===== src/rtl/wb_write_arbiter_pkg.sv =====
`default_nettype none
// ============================================================================
// Module      : wb_write_arbiter_pkg
// Description : Shared widths, queue-depth default, entry layout and the
//               zero-register constant for the writeback arbiter slice.
//               AWIDTH / DWIDTH may be overridden by defining the AWIDTH /
//               DWIDTH macros. Optional feature macro: WB_FWD_EN.
// Revision    : 1.0 - initial release
// ============================================================================
`ifndef AWIDTH
`define AWIDTH 5
`endif

`ifndef DWIDTH
`define DWIDTH 32
`endif

package wb_write_arbiter_pkg;

    localparam int AWIDTH = `AWIDTH;
    localparam int DWIDTH = `DWIDTH;

    // Default queue depth (power of two, >= 2)
    localparam int WB_DEPTH = 4;

    // Architectural $zero: writes to it are discarded
    localparam logic [AWIDTH-1:0] ZERO_REG = '0;

    typedef struct packed {
        logic [AWIDTH-1:0] addr;
        logic [DWIDTH-1:0] data;
    } wb_entry_t;

    function automatic logic is_writable(input logic [AWIDTH-1:0] addr);
        return addr != ZERO_REG;
    endfunction

endpackage
`default_nettype wire


===== src/rtl/wb_write_arbiter_if.sv =====
`default_nettype none
// ============================================================================
// Module      : wb_write_arbiter_if
// Description : Bundle between the dual-issue writeback pipes / forwarding
//               consumer (master) and the write arbiter (slave).
//               Lane inputs : w_i_valid0/1, w_i_addr0/1, w_i_data0/1
//               Query input : w_i_addr_q
//               Outputs     : w_o_ready, w_o_wr_en, w_o_addr_rd, w_o_data_rd,
//                             w_o_count, w_o_fwd_hit, w_o_fwd_data
// Revision    : 1.0 - initial release
// ============================================================================
interface wb_write_arbiter_if
    import wb_write_arbiter_pkg::*;
#(
    parameter int DEPTH = WB_DEPTH
) ();
    localparam int CW = $clog2(DEPTH) + 1;

    logic              w_i_valid0;
    logic [AWIDTH-1:0] w_i_addr0;
    logic [DWIDTH-1:0] w_i_data0;
    logic              w_i_valid1;
    logic [AWIDTH-1:0] w_i_addr1;
    logic [DWIDTH-1:0] w_i_data1;
    logic              w_o_ready;
    logic              w_o_wr_en;
    logic [AWIDTH-1:0] w_o_addr_rd;
    logic [DWIDTH-1:0] w_o_data_rd;
    logic [CW-1:0]     w_o_count;
    logic [AWIDTH-1:0] w_i_addr_q;
    logic              w_o_fwd_hit;
    logic [DWIDTH-1:0] w_o_fwd_data;

    modport master (
        output w_i_valid0, w_i_addr0, w_i_data0,
        output w_i_valid1, w_i_addr1, w_i_data1,
        output w_i_addr_q,
        input  w_o_ready, w_o_wr_en, w_o_addr_rd, w_o_data_rd,
        input  w_o_count, w_o_fwd_hit, w_o_fwd_data
    );

    modport slave (
        input  w_i_valid0, w_i_addr0, w_i_data0,
        input  w_i_valid1, w_i_addr1, w_i_data1,
        input  w_i_addr_q,
        output w_o_ready, w_o_wr_en, w_o_addr_rd, w_o_data_rd,
        output w_o_count, w_o_fwd_hit, w_o_fwd_data
    );

endinterface
`default_nettype wire


===== src/rtl/wb_write_arbiter_fwd_search.sv =====
`default_nettype none
// ============================================================================
// Module      : wb_fwd_search
// Description : Youngest-first match of a query address against the occupied
//               entries of the circular writeback queue.
//               i_entries : queue storage      i_head  : oldest slot
//               i_count   : occupied entries   i_addr_q: query address
//               o_hit     : some pending write targets i_addr_q (never $zero)
//               o_data    : data of the youngest such write
// Revision    : 1.0 - initial release
// ============================================================================
module wb_fwd_search
    import wb_write_arbiter_pkg::*;
#(
    parameter int DEPTH = WB_DEPTH,
    parameter int PW    = $clog2(DEPTH),
    parameter int CW    = $clog2(DEPTH) + 1
) (
    input  wire wb_entry_t         i_entries [DEPTH],
    input  wire logic [PW-1:0]     i_head,
    input  wire logic [CW-1:0]     i_count,
    input  wire logic [AWIDTH-1:0] i_addr_q,
    output logic                   o_hit,
    output logic [DWIDTH-1:0]      o_data
);
    logic [PW-1:0] w_idx;

    // Walk from oldest to youngest so a later match overrides an earlier one.
    always_comb begin
        o_hit  = 1'b0;
        o_data = '0;
        w_idx  = '0;
        for (int i = 0; i < DEPTH; i++) begin
            w_idx = i_head + PW'(i);
            if ((CW'(i) < i_count) && is_writable(i_addr_q) &&
                (i_entries[w_idx].addr == i_addr_q)) begin
                o_hit  = 1'b1;
                o_data = i_entries[w_idx].data;
            end
        end
    end

endmodule
`default_nettype wire


===== src/rtl/wb_write_arbiter.sv =====
`default_nettype none
// ============================================================================
// Module      : wb_write_arbiter
// Description : Serialises up to two in-order writeback results per cycle
//               (lane0 older than lane1) through a circular queue onto the
//               single register-file write port. Writes to $zero are dropped.
//               w_clk   : clock          w_rst_n : async active-low reset
//               bus     : wb_write_arbiter_if.slave (lanes, write port, count,
//                         forwarding query/result)
//               Optional: WB_FWD_EN builds the pending-write forwarding search;
//               otherwise fwd outputs are tied to zero.
// Revision    : 1.0 - initial release
// ============================================================================
module wb_write_arbiter
    import wb_write_arbiter_pkg::*;
#(
    parameter int DEPTH = WB_DEPTH
) (
    input  wire logic         w_clk,
    input  wire logic         w_rst_n,
    wb_write_arbiter_if.slave bus
);
    localparam int PW = $clog2(DEPTH);
    localparam int CW = PW + 1;
    // Two free slots are needed so a dual push can never overflow.
    localparam logic [CW-1:0] c_ready_max = CW'(DEPTH - 2);

    wb_entry_t     r_q [DEPTH];
    logic [PW-1:0] r_head;
    logic [PW-1:0] r_tail;
    logic [CW-1:0] r_count;

    logic          w_ready;
    logic          w_push0;
    logic          w_push1;
    logic          w_pop;
    logic [PW-1:0] w_slot1;
    logic [CW-1:0] w_count_nxt;

    // Ready looks only at registered occupancy, not at this cycle's drain.
    assign w_ready     = (r_count <= c_ready_max);
    assign w_push0     = w_ready & bus.w_i_valid0 & is_writable(bus.w_i_addr0);
    assign w_push1     = w_ready & bus.w_i_valid1 & is_writable(bus.w_i_addr1);
    assign w_pop       = (r_count != '0);
    // Lane1 lands behind lane0 only when lane0 actually took a slot.
    assign w_slot1     = r_tail + PW'(w_push0);
    assign w_count_nxt = r_count - CW'(w_pop) + CW'(w_push0) + CW'(w_push1);

    always_ff @(posedge w_clk or negedge w_rst_n) begin
        if (!w_rst_n) begin
            r_head  <= '0;
            r_tail  <= '0;
            r_count <= '0;
            for (int i = 0; i < DEPTH; i++) begin
                r_q[i] <= '0;
            end
        end else begin
            if (w_push0) begin
                r_q[r_tail] <= '{addr: bus.w_i_addr0, data: bus.w_i_data0};
            end
            if (w_push1) begin
                r_q[w_slot1] <= '{addr: bus.w_i_addr1, data: bus.w_i_data1};
            end
            r_head  <= r_head + PW'(w_pop);
            r_tail  <= r_tail + PW'(w_push0) + PW'(w_push1);
            r_count <= w_count_nxt;
        end
    end

    assign bus.w_o_ready   = w_ready;
    assign bus.w_o_count   = r_count;
    assign bus.w_o_wr_en   = w_pop;
    assign bus.w_o_addr_rd = w_pop ? r_q[r_head].addr : ZERO_REG;
    assign bus.w_o_data_rd = w_pop ? r_q[r_head].data : '0;

`ifdef WB_FWD_EN
    wb_fwd_search #(
        .DEPTH (DEPTH),
        .PW    (PW),
        .CW    (CW)
    ) u_fwd_search (
        .i_entries (r_q),
        .i_head    (r_head),
        .i_count   (r_count),
        .i_addr_q  (bus.w_i_addr_q),
        .o_hit     (bus.w_o_fwd_hit),
        .o_data    (bus.w_o_fwd_data)
    );
`else
    logic w_unused_addr_q;
    assign w_unused_addr_q  = ^bus.w_i_addr_q;
    assign bus.w_o_fwd_hit  = 1'b0;
    assign bus.w_o_fwd_data = '0;
`endif

endmodule
`default_nettype wire


===== src/flat_wrapper.sv =====
// flat-port wrapper written by rule: the top's interface ports become plain ports
module wb_write_arbiter_flat import wb_write_arbiter_pkg::*;
#(
    parameter int DEPTH = WB_DEPTH
)
  (w_clk, w_rst_n, bus_w_i_valid0, bus_w_i_addr0, bus_w_i_data0, bus_w_i_valid1, bus_w_i_addr1, bus_w_i_data1, bus_w_i_addr_q, bus_w_o_ready, bus_w_o_wr_en, bus_w_o_addr_rd, bus_w_o_data_rd, bus_w_o_count, bus_w_o_fwd_hit, bus_w_o_fwd_data);
  wb_write_arbiter_if #(.DEPTH(DEPTH)) bus_i ();
  input  wire logic w_clk;
  input  wire logic w_rst_n;
  input wire logic [$bits(bus_i.w_i_valid0)-1:0] bus_w_i_valid0;
  input wire logic [$bits(bus_i.w_i_addr0)-1:0] bus_w_i_addr0;
  input wire logic [$bits(bus_i.w_i_data0)-1:0] bus_w_i_data0;
  input wire logic [$bits(bus_i.w_i_valid1)-1:0] bus_w_i_valid1;
  input wire logic [$bits(bus_i.w_i_addr1)-1:0] bus_w_i_addr1;
  input wire logic [$bits(bus_i.w_i_data1)-1:0] bus_w_i_data1;
  input wire logic [$bits(bus_i.w_i_addr_q)-1:0] bus_w_i_addr_q;
  output wire logic [$bits(bus_i.w_o_ready)-1:0] bus_w_o_ready;
  output wire logic [$bits(bus_i.w_o_wr_en)-1:0] bus_w_o_wr_en;
  output wire logic [$bits(bus_i.w_o_addr_rd)-1:0] bus_w_o_addr_rd;
  output wire logic [$bits(bus_i.w_o_data_rd)-1:0] bus_w_o_data_rd;
  output wire logic [$bits(bus_i.w_o_count)-1:0] bus_w_o_count;
  output wire logic [$bits(bus_i.w_o_fwd_hit)-1:0] bus_w_o_fwd_hit;
  output wire logic [$bits(bus_i.w_o_fwd_data)-1:0] bus_w_o_fwd_data;
  assign bus_i.w_i_valid0 = bus_w_i_valid0;
  assign bus_i.w_i_addr0 = bus_w_i_addr0;
  assign bus_i.w_i_data0 = bus_w_i_data0;
  assign bus_i.w_i_valid1 = bus_w_i_valid1;
  assign bus_i.w_i_addr1 = bus_w_i_addr1;
  assign bus_i.w_i_data1 = bus_w_i_data1;
  assign bus_i.w_i_addr_q = bus_w_i_addr_q;
  assign bus_w_o_ready = bus_i.w_o_ready;
  assign bus_w_o_wr_en = bus_i.w_o_wr_en;
  assign bus_w_o_addr_rd = bus_i.w_o_addr_rd;
  assign bus_w_o_data_rd = bus_i.w_o_data_rd;
  assign bus_w_o_count = bus_i.w_o_count;
  assign bus_w_o_fwd_hit = bus_i.w_o_fwd_hit;
  assign bus_w_o_fwd_data = bus_i.w_o_fwd_data;
  wb_write_arbiter #(.DEPTH(DEPTH)) u_core (.w_clk(w_clk), .w_rst_n(w_rst_n), .bus(bus_i));
endmodule

===== config.mk =====
export PLATFORM = sky130hd
export DESIGN_NAME = wb_write_arbiter_flat
export DESIGN_NICKNAME = d
export VERILOG_FILES = /design/src/rtl/wb_write_arbiter_pkg.sv /design/src/rtl/wb_write_arbiter_if.sv /design/src/rtl/wb_write_arbiter_fwd_search.sv /design/src/rtl/wb_write_arbiter.sv /design/src/flat_wrapper.sv
export SDC_FILE = /design/constraint.sdc
export NUM_CORES = 1
export LEC_CHECK = 0
export CAP_MARGIN = 5
export CORE_UTILIZATION = 54
export CTS_CLUSTER_DIAMETER = 100
export DETAILED_ROUTE_END_ITERATION = 10
export PLACE_DENSITY = 0.81
export SLEW_MARGIN = 20
export SYNTH_ARGS = -nofsm -noshare
export SYNTH_HDL_FRONTEND = slang
export SYNTH_SLANG_ARGS = --single-unit
export TNS_END_PERCENT = 20

===== constraint.sdc =====
create_clock -name w_clk -period 3.35 [get_ports w_clk]
set_input_delay 0.5025 -clock w_clk [delete_from_list [all_inputs] [get_ports w_clk]]
set_output_delay 0.5025 -clock w_clk [all_outputs]
set_load 0.1 [all_outputs]

== Yosys cells after proc, flatten, opt, wreduce, memory -nomap -nowiden ==
Index checks and enable logic that the tools add are counted.
Cells by class
  add/sub/neg operators: 6
  multiply operators: 0
  div/mod/pow operators: 0
  $lt $le $gt $ge: 6
  equal/unequal tests: 0
  shift operators: 0
  muxes and demuxes: 13
  bitwise gates (word level): 7
  reduce and logical (&&, ||, !) cells: 5
Operators with widths (number)
  $bwmux 148: 2
  $mux 148: 2
  $demux 37 s2: 2
  $mux 37: 4
  $bmux 37 s2: 1
  $mux 32: 1
  $reduce_bool 5->1: 2
  $ge 3x3->1 const B: 3
  $not 2->3: 3
  $add 2x1->2: 3
  $add 3x1->3: 2
  $lt 3x1->1 const B: 2
  $mux 5: 1
  $and 1x1->1: 4
  $le 3x2->1 const B: 1
  $reduce_bool 3->1: 1
  $sub 3x1->3: 1
  $logic_and 1x1->1: 2
Storage, ports and cells
  register bits: 155
  latch bits: 0
  memory bits (writable): 0
  bits in read-only memories: 0
  output and inout bits: 75
  word-level logic and storage cells: 48
  memories kept: 0

== Longest topological paths before layout ==
  word-level depth: 11
  depth in mapped cells: 12
  gate-level depth less buffers: 11

== Worst setup path before layout ==
No wires, ideal clock.
  path type: flip-flop to flip-flop
  from: register u_core.r_count[1] (netlist: u_core.bus.w_o_count[1])
  to: register u_core.r_count[2] (netlist: u_core.bus.w_o_count[2])
  library setup time: 123 ps
  arrival time: 3925 ps
  data required time: 3227 ps
  slack: -697 ps
  cell stages (with the launch flop): 12
  period minus slack after synthesis: 4047 ps
  cell sequence: dfrtp_1 > inv_1 > ha_1 > clkinv_1 > nand2_1 > and3_1 > inv_1 > ha_1 > inv_1 > fa_1 > fa_1 > xnor2_1
Between the ends
  longest elaborated chain between the ends: 5
  elaborated cells between the ends (all ways): 9
RTL lines
  start, declared: RTL line wb_write_arbiter.sv:31  | logic [CW-1:0] r_count;
  start signal, assigned: RTL line wb_write_arbiter.sv:66  | r_count <= w_count_nxt;
  $le 3x2->1 *: RTL line wb_write_arbiter.sv:41  | assign w_ready = (r_count <= c_ready_max);
  named net bus_w_o_ready: RTL line flat_wrapper.sv:17  | output wire logic [$bits(bus_i.w_o_ready)-1:0] bus_w_o_ready;
  $and 1x1->1 (2 in a row): RTL line wb_write_arbiter.sv:42  | assign w_push0 = w_ready & bus.w_i_valid0 & is_writable(bus.w_i_addr0);
  $add 3x1->3: RTL line wb_write_arbiter.sv:47  | assign w_count_nxt = r_count - CW'(w_pop) + CW'(w_push0) + CW'(w_push1);
  $add 3x1->3 *: RTL line wb_write_arbiter.sv:47
  named net u_core.w_count_nxt[2]: RTL line wb_write_arbiter.sv:38  | logic [CW-1:0] w_count_nxt;
The timed path passes the listed nets; every way through them passes the cells marked *.

== Final worst setup path ==
  from: register u_core.r_count[1] (netlist: u_core.bus.w_o_count[1])
  to: register u_core.r_q[121] (netlist bit)
Between the ends
  longest elaborated chain between the ends: 11
  elaborated cells between the ends (all ways): 15
RTL lines
  $le 3x2->1 *: RTL line wb_write_arbiter.sv:41
  $and 1x1->1 (2 in a row): RTL line wb_write_arbiter.sv:42
  $add 2x1->2: RTL line wb_write_arbiter.sv:46  | assign w_slot1 = r_tail + PW'(w_push0);
  $not 2->3 (not written as such): RTL line wb_write_arbiter.sv:62  | r_q[w_slot1] <= '{addr: bus.w_i_addr1, data: bus.w_i_data1};
  $ge 3x3->1 (not written as such) / $lt 3x1->1 (equally long branches): RTL line wb_write_arbiter.sv:62
  $logic_and 1x1->1 (not written as such): RTL line wb_write_arbiter.sv:62
  $mux 37 (not written as such): RTL line wb_write_arbiter.sv:62
  $demux 37 s2: RTL line wb_write_arbiter.sv:62
  $bwmux 148: RTL line wb_write_arbiter.sv:62
  $mux 148 *: RTL line wb_write_arbiter.sv:61  | if (w_push1) begin
  end signal, assigned by index: RTL line wb_write_arbiter.sv:59  | r_q[r_tail] <= '{addr: bus.w_i_addr0, data: bus.w_i_data0};
  end signal, assigned by index: RTL line wb_write_arbiter.sv:62
  end, declared: RTL line wb_write_arbiter.sv:28  | wb_entry_t r_q [DEPTH];
Mark *: on every way between the ends. The rest lies on a longest branch, timed or not.

==> impl_metrics.ini <==
[cts]
cts_resized = 0
postCtsSetupBuffers = 0
clk_pin_slew_ns = 0.06
clk_path_buf_depth = 2
insertion_delay_ns = 0.43
tritoncts = built
htreeDepth = 4
cts_sinks = 155
numCtsBuffers = 17
postCtsHoldBufs = 0
cts_root_buffer = clkbuf_16

[run_status]
status = complete, no violations

[global_route]
grt_pass1_wl_mm = 49.1
grt_max_degree = 81
grt_pass1_vias = 9226
antenna_found_initial = 0
grt_overflow_total = 0
gr-usage-all-layers_pct = 35.5

[floorplan]
rows = 47
core_sq_um = 16700
die_x_um = 133
io_pins = 158
die_h_um = 133
fp.dieArea_sq_um = 17800
start_util_pct = 55.7

[sta]
hold_viol_final = 0
worst_slew_pin_slew_ns = 0.965
maxSlewViolCount = 0
min_period_ns = 2.95
relSlewSlack_pct = 35.5
rsz0062_at_grt = no
finalSetupViolations = 0
skew_ns = 0.00854
finalCritPeriodShare_pct = 88.2
fmax_mhz = 339

[synthesis]
synth_area_sq_um = 9310
netlist-cell-type-count = 32
synth_area_leaders = dfrtp_1 42%, a31oi_1 9.9%, mux4_2 9.0%, nor3_1 8.1%, o21ai_0 7.7%
synthesis.instances = 1023
ys_warn_count = 0
synth.avg_cell_area_sq_um = 9.10
post-synth-top-area-cell = dfrtp_1
ys_ff_latch = 155
yosysTopAreaCellShare_pct = 41.7
seq_area_frac_synth_pct = 41.7

[layout]
diodes = 0
fin_area_sq_um = 11100
synthToLayoutAreaGrowth_pct = 19.7
nNetsFinal = 1176
layout_commonest_cell = dfrtp_1
layout_common_cells = 151 x dfrtp_1, 149 x nor3_1, 148 x a31oi_1, 144 x o21ai_0, 129 x nand3_1
layout-drive-gt1-share_pct = 15.4
utilization_pct = 66.7
fin_cells = 1319

[route]
drtAntennaViolNets = 0
drcViolationCount = 0
wl_per_cell_um = 23.2
drt-total-wl_mm = 30.6
dr.pass1.iters = 5
detailedRoute.firstIterationViolations = 1418
vias = 9244
via_per_inst = 7.01

[critical_path]
r2r-start = u_core.bus.w_o_count[1]
worstPathMaxFanout = 37
required_ns = 3.64
reg2reg_depth = 12
crit_type = flop to flop
crit_path_start_kind = flop
cp-end-kind = flop
critPathCapture = u_core.r_q[121]
critPathArrivalTime_ns = 3.25
r2r_setup_slack_ns = 0.40
crit_start = u_core.bus.w_o_count[1]
rr_endpoint = u_core.r_q[121]

[flow_run]
drv_cap = 0

[placed_design]
gp_congestion = 0.817
post_dp_cell_area_sq_um = 10500
hpwlAfterDp_mm = 17.3
portBuffers = 119
dp_cells = 1287

[worst_hold_path]
hp-class = input port to asynchronous set/reset pin
through the flow:
| stage | hold WS, ns | worst slack [ns] | setup TNS, ns |
|---|---|---|---|
| after floorplan | 0.207 | -0.0974 | -2.04 |
| after global routing | 0.115 | 0.206 | 0 |
| after detailed placement | 0.539 | 0.139 | 0 |
| after CTS | 0.0888 | 0.393 | 0 |
| final | 0.0728 | 0.396 | 0 |
| after global placement | 0.537 | 0.230 | 0 |
cell type report:
cell class	count	area [sq um]
timing repair buffer	160	1530
inverter	8	30.0
sequential	155	3880
clock inverter	6	130
multi-input combinational	744	4770
clock buffer	26	529
fill	1322	5560
tap	220	275
worst min-delay path by stage:
stage	start	endpoint	cells past startpoint
5_1_grt	w_rst_n	u_core.r_q[28]	1
2_1_floorplan	w_rst_n	u_core.bus.w_o_count[0]	0
3_3_place_gp	w_rst_n	u_core.r_q[139]	1
6_report	w_rst_n	u_core.r_q[28]	1
3_5_place_dp	w_rst_n	u_core.r_q[65]	1
4_1_cts	w_rst_n	u_core.r_q[65]	1
per-layer routing:
layer,routed length (um),GRT usage [%],vias to the layer above
met5,0,0,-
met4,1150,17.9,0
met3,3770,8.30,110
met2,14700,55.8,789
met1,11000,46.3,4428
li1,-,-,3917
synthesized netlist by cell type:
master,instances
conb_1,1
and2_1,1
mux4_2,37
and3_1,1
xor2_1,2
nor2_1,2
nor2b_1,38
nor3b_1,1
a21oi_4,1
nor3_1,150
o22ai_4,1
nor3b_2,1
a21o_1,1
ha_1,5
a31oi_1,148
dfrtp_1,155
xnor2_1,3
inv_1,7
clkinv_1,1
nand2_1,24
o21ai_0,144
a21boi_4,3
or4_4,1
or3b_1,1
nand3_1,131
and3b_1,2
clkbuf_1,64
buf_4,54
fa_1,2
or2_1,4
buf_2,30
o21ai_1,7
logic make-up (layout without fill, tap and decap cells):
family,count (synthesis),in the layout,synth area share (%)
adder cells (fa/ha/maj),7,7,1.10
flip-flops,155,155,41.7
buffers and inverters,156,200,8.87
multiplexers,37,37,8.95
XOR/XNOR,5,5,0.471
other,1,33,0.0403
AND/OR/NAND/NOR,357,357,19.7
AO/OA/AOI/OAI,305,305,19.1
sequential cells by signal, indices dropped and copies added (netlist names):
register / count
u_core.r_tail: 2
u_core.r_q: 148
u_core.bus.w_o_count: 3
u_core.r_head: 2
worst max-delay path, cell delays in order (launching register included):
cell	delay [ns]
dfrtp_2	0.43
inv_1	0.10
ha_1	0.39
clkinv_1	0.11
buf_4	0.20
nand2_4	0.06
and3_1	0.18
ha_1	0.30
nor2b_1	0.20
nand2_1	0.13
buf_4	0.34
nor3_1	0.25
a31oi_1	0.09
Power is not shown: default switching activity piles up to over one toggle a cycle in this logic, so the estimate is an artifact.
